<file path="src/rtl/sr_flag_arbiter.sv">
// Round-robin arbiter applying one set/clear operation per cycle to a shared flag bank.
// Optional error counter output err_cnt is enabled by defining SR_FLAG_ARB_STATS_EN.
module sr_flag_arbiter #(
  parameter int NREQ   = 4,
  parameter int NFLAG  = 8,
  parameter int FIDX_W = 3
) (
  input  logic                     clk,
  input  logic                     rst,
  input  logic [NREQ-1:0]          req_s,
  input  logic [NREQ-1:0]          req_r,
  input  logic [NREQ*FIDX_W-1:0]   req_idx,
  output logic [NREQ-1:0]          gnt,
  output logic [NFLAG-1:0]         q,
  output logic [NFLAG-1:0]         qbar,
  output logic                     err,
  output logic [NREQ-1:0]          err_id
`ifdef SR_FLAG_ARB_STATS_EN
  ,
  output logic [15:0]              err_cnt
`endif
);

  localparam int PTR_W = (NREQ > 1) ? $clog2(NREQ) : 1;

  logic [NREQ-1:0]   gnt_r;
  logic [NFLAG-1:0]  q_r;
  logic [NFLAG-1:0]  qbar_r;
  logic              err_r;
  logic [NREQ-1:0]   err_id_r;
  logic [PTR_W-1:0]  ptr_r;

  logic [NREQ-1:0]   pend_s;
  logic              sel_valid_s;
  logic [PTR_W-1:0]  sel_id_s;
  logic [PTR_W-1:0]  cand_s;
  logic              sel_set_s;
  logic              sel_clr_s;
  logic [FIDX_W-1:0] sel_idx_s;
  logic              illegal_s;
  logic              write_s;
  logic [NFLAG-1:0]  q_next_s;
  logic [PTR_W-1:0]  ptr_next_s;
  logic [NREQ-1:0]   grant_vec_s;

  function automatic logic [NREQ-1:0] one_hot(input logic [PTR_W-1:0] id);
    logic [NREQ-1:0] v;
    v = '0;
    for (int i = 0; i < NREQ; i++) begin
      if (int'(id) == i) begin
        v[i] = 1'b1;
      end else begin
        v[i] = 1'b0;
      end
    end
    return v;
  endfunction

  // Round-robin pick: a requester granted last cycle is masked for one cycle.
  always_comb begin
    pend_s      = (req_s | req_r) & ~gnt_r;
    sel_valid_s = 1'b0;
    sel_id_s    = '0;
    cand_s      = '0;
    for (int off = 0; off < NREQ; off++) begin
      cand_s = PTR_W'((int'(ptr_r) + off) % NREQ);
      if (!sel_valid_s && pend_s[cand_s]) begin
        sel_valid_s = 1'b1;
        sel_id_s    = cand_s;
      end else begin
        sel_valid_s = sel_valid_s;
      end
    end
  end

  // Decode the winning operation into flag update, error and pointer advance.
  always_comb begin
    sel_set_s   = req_s[sel_id_s];
    sel_clr_s   = req_r[sel_id_s];
    sel_idx_s   = req_idx[int'(sel_id_s)*FIDX_W +: FIDX_W];
    illegal_s   = sel_valid_s & sel_set_s & sel_clr_s;
    write_s     = sel_valid_s & (sel_set_s ^ sel_clr_s) & (int'(sel_idx_s) < NFLAG);
    grant_vec_s = sel_valid_s ? one_hot(sel_id_s) : {NREQ{1'b0}};
    q_next_s    = q_r;
    for (int f = 0; f < NFLAG; f++) begin
      if (write_s && (int'(sel_idx_s) == f)) begin
        q_next_s[f] = sel_set_s;
      end else begin
        q_next_s[f] = q_r[f];
      end
    end
    if (!sel_valid_s) begin
      ptr_next_s = ptr_r;
    end else if (int'(sel_id_s) == NREQ - 1) begin
      ptr_next_s = '0;
    end else begin
      ptr_next_s = sel_id_s + PTR_W'(1);
    end
  end

  // Arbitration state and flag bank; qbar is registered alongside q so it never diverges.
  always_ff @(posedge clk or posedge rst) begin
    if (rst) begin
      gnt_r    <= '0;
      q_r      <= '0;
      qbar_r   <= '1;
      err_r    <= 1'b0;
      err_id_r <= '0;
      ptr_r    <= '0;
    end else begin
      gnt_r  <= grant_vec_s;
      q_r    <= q_next_s;
      qbar_r <= ~q_next_s;
      ptr_r  <= ptr_next_s;
      err_r  <= illegal_s;
      if (illegal_s) begin
        err_id_r <= grant_vec_s;
      end else begin
        err_id_r <= err_id_r;
      end
    end
  end

`ifdef SR_FLAG_ARB_STATS_EN
  logic [15:0] err_cnt_r;

  // Saturating count of consumed illegal requests.
  always_ff @(posedge clk or posedge rst) begin
    if (rst) begin
      err_cnt_r <= 16'h0000;
    end else if (illegal_s && (err_cnt_r != 16'hFFFF)) begin
      err_cnt_r <= err_cnt_r + 16'h0001;
    end else begin
      err_cnt_r <= err_cnt_r;
    end
  end

  assign err_cnt = err_cnt_r;
`endif

  assign gnt    = gnt_r;
  assign q      = q_r;
  assign qbar   = qbar_r;
  assign err    = err_r;
  assign err_id = err_id_r;

endmodule
</file>
<file path="config.mk">
export PLATFORM = sky130hd
export DESIGN_NAME = sr_flag_arbiter
export DESIGN_NICKNAME = d
export VERILOG_FILES = /design/src/rtl/sr_flag_arbiter.sv
export SDC_FILE = /design/constraint.sdc
export NUM_CORES = 1
export LEC_CHECK = 0
export CAP_MARGIN = 20
export CORE_AREA = 2 2 56 58
export CTS_BUF_LIST = sky130_fd_sc_hd__clkbuf_8
export CTS_CLUSTER_SIZE = 10
export DETAILED_ROUTE_END_ITERATION = 16
export DIE_AREA = 0 0 58 60
export PLACE_DENSITY = 0.84
export SETUP_SLACK_MARGIN = 0.15
export SYNTH_ARGS = -nofsm -noshare
export SYNTH_HDL_FRONTEND = slang
export SYNTH_SLANG_ARGS = --single-unit
</file>
<file path="constraint.sdc">
create_clock -name clk -period 3.99 [get_ports clk]
set_input_delay 0.9975 -clock clk [delete_from_list [all_inputs] [get_ports clk]]
set_output_delay 0.9975 -clock clk [all_outputs]
set_load 0.01 [all_outputs]
</file>
# [Word level (Yosys, flattened, before mapping)]
# Index checks and enable logic that the tools add are counted.
[totals] out_inout_bits=25 input_bits=22 word_cells=85 regBits=27
[op_classes] n_reduce_logical=16 order_cmp=5 multipliers=1 mux=34 addsub=4 bitwise_logic=8 eq_ne=10 shifts=1
[ops] cell="2-to-1 mux 1 bit" n=22
[ops] cell="< comparator 2 x 3 -> 1 bit, second input constant" n=5
[ops] cell="binary-select mux 1 bit (select 2 bit)" n=6
[ops] cell="== test 3 bit, second input constant" n=4
[ops] cell="indexed part select 12 x 5 -> 3 bit" n=1
[ops] cell="logical AND 1 bit" n=11
[ops] cell="2-to-1 mux 2 bit" n=5
[ops] cell="NOT 8 bit" n=1
[ops] cell="== test 3 x 2 -> 1 bit, second input constant" n=2
[ops] cell="adder 2 x 1 -> 2 bit, second input constant" n=2
[ops] cell="adder 2 bit, second input constant" n=2
[ops] cell="bitwise AND 4 bit" n=1
[ops] cell="== test 2 bit, second input constant" n=2
[ops] cell="multiplier 2 x 2 -> 4 bit, second input constant" n=1
[ops] cell="2-to-1 mux 4 bit" n=1
[ops] cell="NOT 4 bit" n=1
[ops] cell="bitwise OR 4 bit" n=1
[ops] cell="bitwise AND 1 bit" n=3
[ops] cell="== test 3 x 1 -> 1 bit, second input constant" n=1
[ops] cell="logical NOT 1 bit" n=3
[ops] cell="logical NOT 3 bit" n=1
[ops] cell="== test 2 x 1 -> 1 bit, second input constant" n=1
[ops] cell="logical NOT 2 bit" n=1
[ops] cell="XOR 1 bit" n=1

# [Depth between registers and ports, before layout]
# Gate-level depths: netlist of the first run.
[logic_depth] ltp_word=21 ltp_mapped=9 mapped_depth_nobuf=8

# [Worst setup path before layout of the first run]
# OpenSTA, ideal clock, no wires.
[synth_timing] path_type="input port to flip-flop" from="in req_s[0]" to="reg (tool-made name)" cell_stages=9 setup_ns=0.128 path_buffers=1 t_arrival_ns=3.205 path_slack_ns=0.658 t_required_ns=3.862 cell_sequence="o21bai_1 -> o21ai_0 -> a21oi_1 -> o2bb2a_1 -> clkbuf_1 -> mux4_2 -> a211oi_2 -> nor3b_2 -> mux2_1"
[synth_lines] element="start, declared" line_no="10" rtl="input logic [NREQ-1:0] req_s,"

==> results.toml, run 1 <==
[final_layout]
ff_latch_area_um2 = 686
num_antenna_cells = 0
multiInputGateArea_um2 = 659
postLayoutCoreUtil_pct = 68.0
areaGrowthSynthToFinish_pct = 43.0
fin_nets = 187
fin_cells = 193
fillers = 228
drive_gt1_share_pct = 21.3

[timing]
fmax_ghz = 0.276
final.setup.tns_ns = 0
rsz0062_at_grt = "no"
slew-limit-headroom_pct = 57.7
period_share_pct = 90.8
drv_slew = 0
worst_pin_slew_ns = 0.635
fin_worst_skew_ns = 0.00669
hold_viol_final = 0
setup_viol = 0
period_minus_slack_ns = 3.62

[run_status]
status = "finished, final reports clean"

[grt]
grt_overflow = 0
track_usage_pct = 18.4
antenna_found_initial = 0
grt_pass1_vias = 1071
grt_max_degree = 28
grt_pass1_wl_um = 4770

[cts]
post-cts-setup-buffers = 0
cts.repair.resized = 0
cts-buffers-inserted = 3
clk_path_buf_depth = 2
cts.sinks = 27
htree_num_levels = 1
cts_tree = "done"
clkTransAtPathRegs_ns = 0.09
clk-insertion-delay-late_ns = 0.28
cts_hold_buf = 0
clock-root-buffer = "clkbuf_8"

[floorplan]
core_region_area_um2 = 2900
io_pins = 47
chipWidth_um = 58
rows = 20
dieArea_um2 = 3480
initial_core_util_pct = 47.5
fp.dieH_um = 60

[logic_synthesis]
syn_nets = 134
syn_area_um2 = 1380
avgSynthCellArea_um2 = 12.8
yosysWarningCount = 0
seq_area_frac_synth_pct = 49.7
ys_seq_elements = 27
synth_area_leaders = "dfrtp_1, dfstp_2, mux2i_1"
synth_area_leader_cell = "dfrtp_1"
synthDistinctLibCells = 30
synthDominantCellAreaShare_pct = 34.5
syn-instance-count = 108

[routing]
ant_nets = 0
first_pass_iters = 4
post_drt_wl_per_cell_um = 15.3
wl_um = 2950
drc_errors = 0
vias = 1029
initialDrtViolationCount = 13
vias_per_cell = 5.33

[pwr]
ir_worst_vdd_mv = 0.582
p_total_mw = 1.77
p_per_area_nw_per_um2 = 896
p_leak_nw = 0.852

[setup_path]
worst-path-max-fanout = 11
slowest_stage = "clkdlybuf4s50_1"
worstSetupPathType = "primary input to register"
crit_path_start = "req_s[0]"
required_ns = 4.16
critPathMaxStageDelay_ns = 0.42
crit_path_end_kind = "register"
crit_chain = "clkdlybuf4s50_1, o21bai_1, o22ai_1, a211oi_2, buf_4, mux2i_1, mux2i_1, a211oi_2, nor3b_2, mux2_1"
r2r_start = "gnt[0]"
startpoint_type = "primary input"
worstPathArrival_ns = 3.79

[placement]
place_congestion = 0.850
hpwl_um = 2290
portBuffers = 46
placed_cells = 188

[min_path]
min_path_type = "register to register"

[job]
drv_cap = 0
==> synthesized netlist by cell type <==
library cell / instances
nand3b_1: 2
o2bb2a_1: 1
a21oi_1: 3
nor3b_2: 2
a211oi_1: 2
dfstp_2: 8
inv_2: 1
buf_2: 1
nor2b_1: 2
inv_1: 5
and2_1: 4
clkbuf_1: 2
and3_1: 2
dfrtp_1: 19
nor2_1: 3
nor3_1: 1
mux2i_1: 13
o32ai_1: 1
and3b_1: 2
mux4_2: 2
o21bai_1: 3
ha_1: 4
nand2_1: 1
a211oi_2: 3
nand3_1: 2
o22ai_1: 1
mux2_2: 7
mux2_1: 6
o21ba_2: 2
o21ai_0: 3
==> cell type report <==
cell class                      count  area share (%)
Tap cell                           33            2.09
Clock inverter                      1           0.254
Sequential cell                    27            34.7
Inverter                            6            1.14
Timing Repair Buffer               51            26.3
Multi-Input combinational cell     72            33.4
Clock buffer                        3            2.09
==> cell usage in the layout, fill, tap and decap left out, drive strengths merged, types with 3 or more instances in the layout <==
| cell type | instances |
|---|---|
| clkdlybuf4s50 | 46 |
| dfrtp | 19 |
| mux2i | 13 |
| mux2 | 13 |
| dfstp | 8 |
| inv | 6 |
| buf | 5 |
| a211oi | 5 |
| and2 | 4 |
| ha | 4 |
| o21bai | 3 |
| o21ai | 3 |
| a21oi | 3 |
| nor2 | 3 |
| clkbuf | 3 |
==> worst paths after layout <==
kind	endpoint	slack [ns]	depth (start not counted)
setup / recovery	register	0.37	10
hold / removal	qbar[5]	0.44	1
setup reg to reg	register	1.21	8
hold reg to reg	qbar[5]	0.44	1
max in group asynchronous	qbar[7]	2.66	3
min in group asynchronous	asynchronous set/reset pin	0.89	2
==> per-stage QoR <==
step,hold WS (ns),setup slack [ns],area [um^2]
2_1_floorplan,0.470,0.658,1380
3_3_place_gp,0.416,0.203,1900
3_5_place_dp,0.430,0.127,1900
4_1_cts,0.446,0.385,1950
5_1_grt,0.471,0.203,1970
6_report,0.441,0.367,1970
==> cells by family after synthesis <==
family / count (synthesis) / share of synthesized area [%]
buffers and inverters: 9 / 2.54
muxes: 28 / 23.3
DFF: 27 / 49.7
adders and majority gates: 4 / 3.63
and+or+nand+nor: 21 / 9.97
AOI/OAI and AO/OA: 19 / 10.9
==> power breakdown <==
group          internal [mW]  switching, mW  total (mW)
Combinational          0.588          0.509        1.10
Sequential             0.440         0.0738       0.514
Clock                 0.0701         0.0862       0.156
==> critical path: cells and delay by family <==
family                 cells  cell delay, ns
buffers and inverters      2            0.66
AND/OR/NAND/NOR            1            0.29
AO/OA/AOI/OAI              4            1.12
multiplexers               3            0.73
==> per-layer routing <==
layer | vias up | share of wire (%) | track usage, %
met1 | 492 | 44 | 22.2
li1 | 500 | - | -
met5 | - | 0 | 0
met4 | 0 | 2.0 | 9.97
met3 | 5 | 4.3 | 3.03
met2 | 32 | 50 | 31.5
No activity file was read; power rests on OpenSTA's default activity.
==> run 2, diff against run 1 <==
SLEW_MARGIN = 40   (was not set)
==> run 2 against run 1 <==
  * Global-route usage unchanged
  * Die area unchanged
  * Combinational power about the same
  * Total power decreased by 0.29%
  * Critical path type unchanged
  * Largest cell class unchanged
  * Largest power group unchanged
==> results.toml, run 2 (synthesis gave the netlist of run 1 again) <==
[run_status]
status = "finished, final reports clean"

[final_layout]
drive_gt1_share_pct = 21.4
areaGrowthSynthToFinish_pct = 41.0
layout.cells.most_common = "clkdlybuf4s50_1"
num_antenna_cells = 0
final_area_um2 = 1950
layout_common_cells = "clkdlybuf4s50_1, dfrtp_1, mux2i_1"
fin_nets = 186
fillers = 232

[grt]
track_usage_pct = 18.4
grt_pass1_vias = 1071
grt_max_degree = 28
grt_overflow = 0
antenna_found_initial = 0
grt_pass1_wl_um = 4770

[timing]
worst_pin_slew_ns = 0.635
setup_viol = 0
final.setup.tns_ns = 0
hold_viol_final = 0
rsz0062_at_grt = "no"
period_share_pct = 90.9
drv_slew = 0
slew-limit-headroom_pct = 57.6
period_minus_slack_ns = 3.63
fin_worst_skew_ns = 0.00410
fmax_ghz = 0.276

[placement]
hpwl_um = 2290
placed_area_um2 = 1900
portBuffers = 46
place_congestion = 0.850

[setup_path]
crit_path_start = "req_s[0]"
r2r_start = "gnt[0]"
crit_chain = "clkdlybuf4s50_1, o21bai_1, o22ai_1, a211oi_2, buf_4, mux2i_1, mux2i_1, a211oi_2, nor3b_2, mux2_1"
slowest_stage = "clkdlybuf4s50_1"
worst-path-max-fanout = 11
reg2reg_depth = 8
regToRegSetupSlack_ns = 1.21
worstPathArrival_ns = 3.79
critPathMaxStageDelay_ns = 0.42
required_ns = 4.16
worstSetupPathType = "primary input to register"
crit_path_end_kind = "register"
startpoint_type = "primary input"

[cts]
clk-insertion-delay-late_ns = 0.27
cts.repair.resized = 0
cts_tree = "done"
clk_path_buf_depth = 2
htree_num_levels = 1
cts.sinks = 27
cts-buffers-inserted = 3
post-cts-setup-buffers = 0
cts_hold_buf = 0
clock-root-buffer = "clkbuf_8"
clkTransAtPathRegs_ns = 0.09

[routing]
vias_per_cell = 5.36
post_drt_wl_per_cell_um = 15.3
drc_errors = 0
vias = 1029
initialDrtViolationCount = 10
wl_um = 2930
ant_nets = 0
first_pass_iters = 4

[pwr]
p_per_area_nw_per_um2 = 906
p_leak_nw = 0.838
clkPwrFrac_pct = 8.8
ir_worst_vdd_mv = 0.582
p_seq_share_pct = 29.2
internal-power_mw = 1.10
comb_power_share_pct = 62.1
switching_share_pct = 37.9
switchingPower_mw = 0.667

[floorplan]
dieArea_um2 = 3480
chipWidth_um = 58
rows = 20
fp.dieH_um = 60
io_pins = 47
core_region_area_um2 = 2900
initial_core_util_pct = 47.5

[job]
drv_cap = 0

[min_path]
worstHoldEndpoint = "qbar[5]"
min_path_cells = 1
min_path_type = "register to register"
## run 2: changes by cell type in the layout (fill, tap and decap cells not counted), sizes merged
cell	previous run	this run
buf	5	4
## run 2: worst max-delay path, delay by kind of cell
family | cells | cell delay, ns
AND/OR/NAND/NOR | 1 | 0.29
buffers and inverters | 2 | 0.66
AO/OA/AOI/OAI | 4 | 1.12
multiplexers | 3 | 0.73
## run 2: through the flow
step	utilization [%]	power, mW	setup WS (ns)	cells	hold slack [ns]
floorplan	-	1.19	0.658	108	0.470
global placement	65.4	1.58	0.203	188	0.416
detailed placement	65.4	1.62	0.127	188	0.430
CTS	67.0	1.78	0.385	192	0.446
global route	67.0	1.89	0.203	192	0.471
finish	67.0	1.76	0.364	192	0.438
## run 2: area by class of cell
cell class                 instances  area [um^2]  share of cell area [%]
sequential                        27          686                    35.2
multi-input combinational         72          659                    33.9
timing repair buffer              50          490                    25.2
clock buffer                       3         41.3                    2.12
tap                               33         41.3                    2.12
inverter                           6         22.5                    1.16
clock inverter                     1         5.00                   0.257
## run 2: layer usage
layer  GRT usage (%)  part of all wire [%]
met3            3.03                   4.4
met2            31.5                    50
met1            22.2                    44
met5               0                     0
met4            9.97                   2.0
## run 2: how the worst max path moves through the flow
| stage | to | slack (ns) | depth (start not counted) |
|---|---|---|---|
| floorplan | register | 0.66 | 9 |
| global placement | register | 0.20 | 9 |
| detailed placement | register | 0.13 | 9 |
| CTS | register | 0.39 | 10 |
| global route | register | 0.20 | 9 |
| finish | register | 0.36 | 10 |
## run 2: power groups by stage
stage                     sequential [mW]  clock [mW]  combinational, mW
after global routing                0.533       0.169               1.19
after global placement              0.512           0               1.07
final                               0.514       0.155               1.09
after detailed placement            0.519           0               1.10
after floorplan                     0.568           0              0.618
after CTS                           0.516       0.159               1.11
